File: config.mk
export PLATFORM = sky130hd
export DESIGN_NAME = uart_chk_lfsr
export DESIGN_NICKNAME = d
export VERILOG_FILES = /design/src/rtl/uart_chk_pkg.sv /design/src/rtl/uart_chk_lfsr.sv
export SDC_FILE = /design/constraint.sdc
export NUM_CORES = 1
export LEC_CHECK = 0
export ABC_CLOCK_PERIOD_IN_PS = 1600
export BUFFER_PORTS_ARGS = -buffer_cell sky130_fd_sc_hd__buf_4
export CAP_MARGIN = 20
export CORE_UTILIZATION = 25
export CTS_CLUSTER_DIAMETER = 80
export DETAILED_ROUTE_END_ITERATION = 16
export SYNTH_ARGS = -nofsm -noshare
export SYNTH_HDL_FRONTEND = slang
export SYNTH_SLANG_ARGS = --single-unit
File: constraint.sdc
create_clock -name clk_out1 -period 1.6 [get_ports clk_out1]
set_clock_uncertainty 0.15 [all_clocks]
set_input_delay 0.32 -clock clk_out1 [delete_from_list [all_inputs] [get_ports clk_out1]]
set_output_delay 0.32 -clock clk_out1 [all_outputs]
set_load 0.005 [all_outputs]
File: src/rtl/uart_chk_pkg.sv
//------------------------------------------------------------------------------
// Module   : uart_chk_pkg
// Purpose  : Shared types, constants and helpers for the UART echo checker.
// Revision : 1.0 - initial release
//------------------------------------------------------------------------------
`default_nettype none

package uart_chk_pkg;

  localparam int CNT_W = 16;

  // Feedback taps l[7]^l[5]^l[4]^l[3]
  localparam logic [7:0] LFSR_TAPS = 8'hB8;

  typedef enum logic [2:0] {
    ST_IDLE  = 3'd0,
    ST_SEND  = 3'd1,
    ST_WAIT  = 3'd2,
    ST_CHECK = 3'd3,
    ST_NEXT  = 3'd4
  } state_t;

  function automatic logic [CNT_W-1:0] sat_inc(input logic [CNT_W-1:0] v);
    return (v == {CNT_W{1'b1}}) ? v : v + CNT_W'(1);
  endfunction

  function automatic logic [7:0] lfsr_next(input logic [7:0] l);
    return {l[6:0], ^(l & LFSR_TAPS)};
  endfunction

endpackage

`default_nettype wire

File: src/rtl/uart_chk_lfsr.sv
//------------------------------------------------------------------------------
// Module   : uart_chk_lfsr
// Purpose  : 8-bit Fibonacci LFSR with synchronous load of the seed.
// Revision : 1.0 - initial release
//------------------------------------------------------------------------------
`default_nettype none

module uart_chk_lfsr
  import uart_chk_pkg::*;
(
  input  logic       clk_out1,
  input  logic       rst,
  input  logic       load,
  input  logic       step,
  input  logic [7:0] seed,
  output logic [7:0] value
);

  logic [7:0] value_q, value_d;

  always_comb begin
    value_d = value_q;
    if (load) begin
      value_d = seed;
    end else if (step) begin
      value_d = lfsr_next(value_q);
    end
  end

  always_ff @(posedge clk_out1) begin
    if (rst) begin
      value_q <= seed;
    end else begin
      value_q <= value_d;
    end
  end

  assign value = value_q;

endmodule

`default_nettype wire

==> results.md <==
* Outcome: complete, no violations
* Total clock sinks at 8
* CTS tree: built
* Largest net degree at the start of global routing at 10
* Yosys Warn Count at 0
* Dpl ws at 116 ps
* Die Area at 1650 um2
* Antenna diodes at 0
* Final critical-path required period at 1300 ps
* Final hold vios at 0
* TNS Setup at 0 ps
* Clock-pin slew on the worst setup and hold paths at 60 ps
* Area Growth Syn to Fin at 49.3%
* Worst setup margin at 295 ps
* Worst r2r path cells at 3
* Num CTS Buffers at 3
* Hold_buf cts at 0
* Post-CTS Setup Bufs at 0
* Drc violations at 0
* Slowest stage delay, CP at 420 ps
* Worst-Skew Late Latency at 250 ps
* Slew margin rel. at 84.0%
* Syn nets at 34
* Reg2reg start: value[3]
* Final WL at 701 um
* CP bufs+invs at 1
* DR pass1 iterations at 4
* RR Endpoint: value[0]
* Critical Path End: value[4]
* Overall Global Routing Usage at 10.3%
* Die height at 40.6 um
* Syn_area_per_cell at 16.9 um2
* WL/cell at 11.9 um
* Cts repair resizes at 0
* Number of synthesized register bits at 8
* Layout Utilization at 41.2%
* Worst IR Drop VDD at 0.379 mV
* Post-DP Area at 534 um2
* Static leakage at 0.228 nW
* Distinct cells, synth at 7
* First-pass GRT wire length at 1.01 mm
* Min-Delay Path Class: primary input to flop
* Cell area power density at 950 nW/um2
* Via count at 259
* # H-tree levels at 1
* Root buffer cell: clkbuf_4
* Syn Inst Count at 22
* Worst path cell trace: buf_4
* WP depth at 1
* Vias in the first global route at 236
* Count of buffers from port buffering at 19
* Unrepaired setup endpoints after global routing: false
* Most common cell after layout, fill and taps aside: buf_4
* Initial drt markers at 1
* Critical Path Source: value[4]
* Max-Cap Viols at 0
* Final slew viol count at 0
* FP Rows at 13
* Most frequent cells in the layout: buf_4 (19), edfxtp_1 (8), mux2_2 (7)
* Antenna viol nets, final at 0
* Via density per instance at 4.39
* Congestion Overflow GR at 0
* Startpoint Class: flop
* Initial Util at 27.6%
* Clock Tree Buf Depth at 2
* Fmax at 766 MHz
* Core box area at 1350 um2
* Final Instance Area at 557 um2
* Max reg flops at 8
* Mapped Area at 373 um2
* Slowest-stage cell, CP: edfxtp_1
* # nets final at 58
* FF-to-FF setup slack at 320 ps
* IO Pins at 20
* DIE WIDTH at 40.6 um
* Crit-path leading delay family: flip-flops
* Initial antenna violation count at 0
* Final RePlAce weighted congestion at 0.644
* Crit path capture type: output pin
* Critical path class: flop to output pin
* CP arrival at 830 ps
* Share of cells above drive strength 1 at 70.5%
* CP max FO at 3
* Seq/Total Area, Yosys at 64.4%
* Critical Path RT at 1130 ps
* Post-route clock period utilization at 81.6%
* # setup viols final at 0
* Worst-margin pin slew at 239 ps
-- where the power goes --
group	leakage (nW)	internal (W)	switching, W
clock network	0.0138	0.0000856	0.0000653
registers	0.0829	0.000258	0.0000145
logic	0.131	0.0000700	0.0000351
-- area by class of cell --
type,count,area (um2)
Timing Repair Buffer,19,143
Fill cell,143,793
Tap cell,15,18.8
Clock buffer,3,22.5
Multi-Input combinational cell,14,133
Sequential cell,8,240
-- Yosys cell counts --
library cell  n  area, um2
nor2_4        1       11.3
or3_2         1       7.51
xnor2_1       3       26.3
a21oi_1       1       5.00
edfxtp_1      8        240
mux2_2        7       78.8
nor2_1        1       3.75
-- kinds of logic (layout without fill, tap and decap cells) --
family | Yosys count | in the layout | share of synthesized area (%)
compound gates | 1 | 1 | 1.34
mux | 7 | 7 | 21.1
xor+xnor | 3 | 3 | 7.05
flops | 8 | 8 | 64.4
buf+inv | 0 | 22 | 0
simple gates | 3 | 3 | 6.04
-- through the flow --
step | cells | hold slack [ps] | power, W
global route | 59 | 221 | 0.000557
CTS | 59 | 219 | 0.000535
floorplan | 22 | 390 | 0.000320
global placement | 56 | 415 | 0.000380
detailed placement | 56 | 426 | 0.000384
finish | 59 | 226 | 0.000529
-- per-layer routing --
layer | vias up | wire [um] | GRT usage (%)
li1 | 128 | - | -
met3 | 2 | 56 | 3.26
met1 | 115 | 293 | 11.0
met2 | 14 | 345 | 17.1
met4 | 0 | 6 | 7.50
met5 | - | 0 | 0
-- how the worst min path moves through the flow --
stage / startpoint / slack, ps / end / cells after the start
2_1_floorplan: seed[1] / 390 / value[1] / 1
3_3_place_gp: value[2] / 420 / value[3] / 1
3_5_place_dp: value[0] / 430 / value[1] / 1
4_1_cts: seed[6] / 220 / value[6] / 2
5_1_grt: seed[6] / 220 / value[6] / 2
6_report: seed[1] / 230 / value[1] / 2
Power figures use the tool's default switching activity.
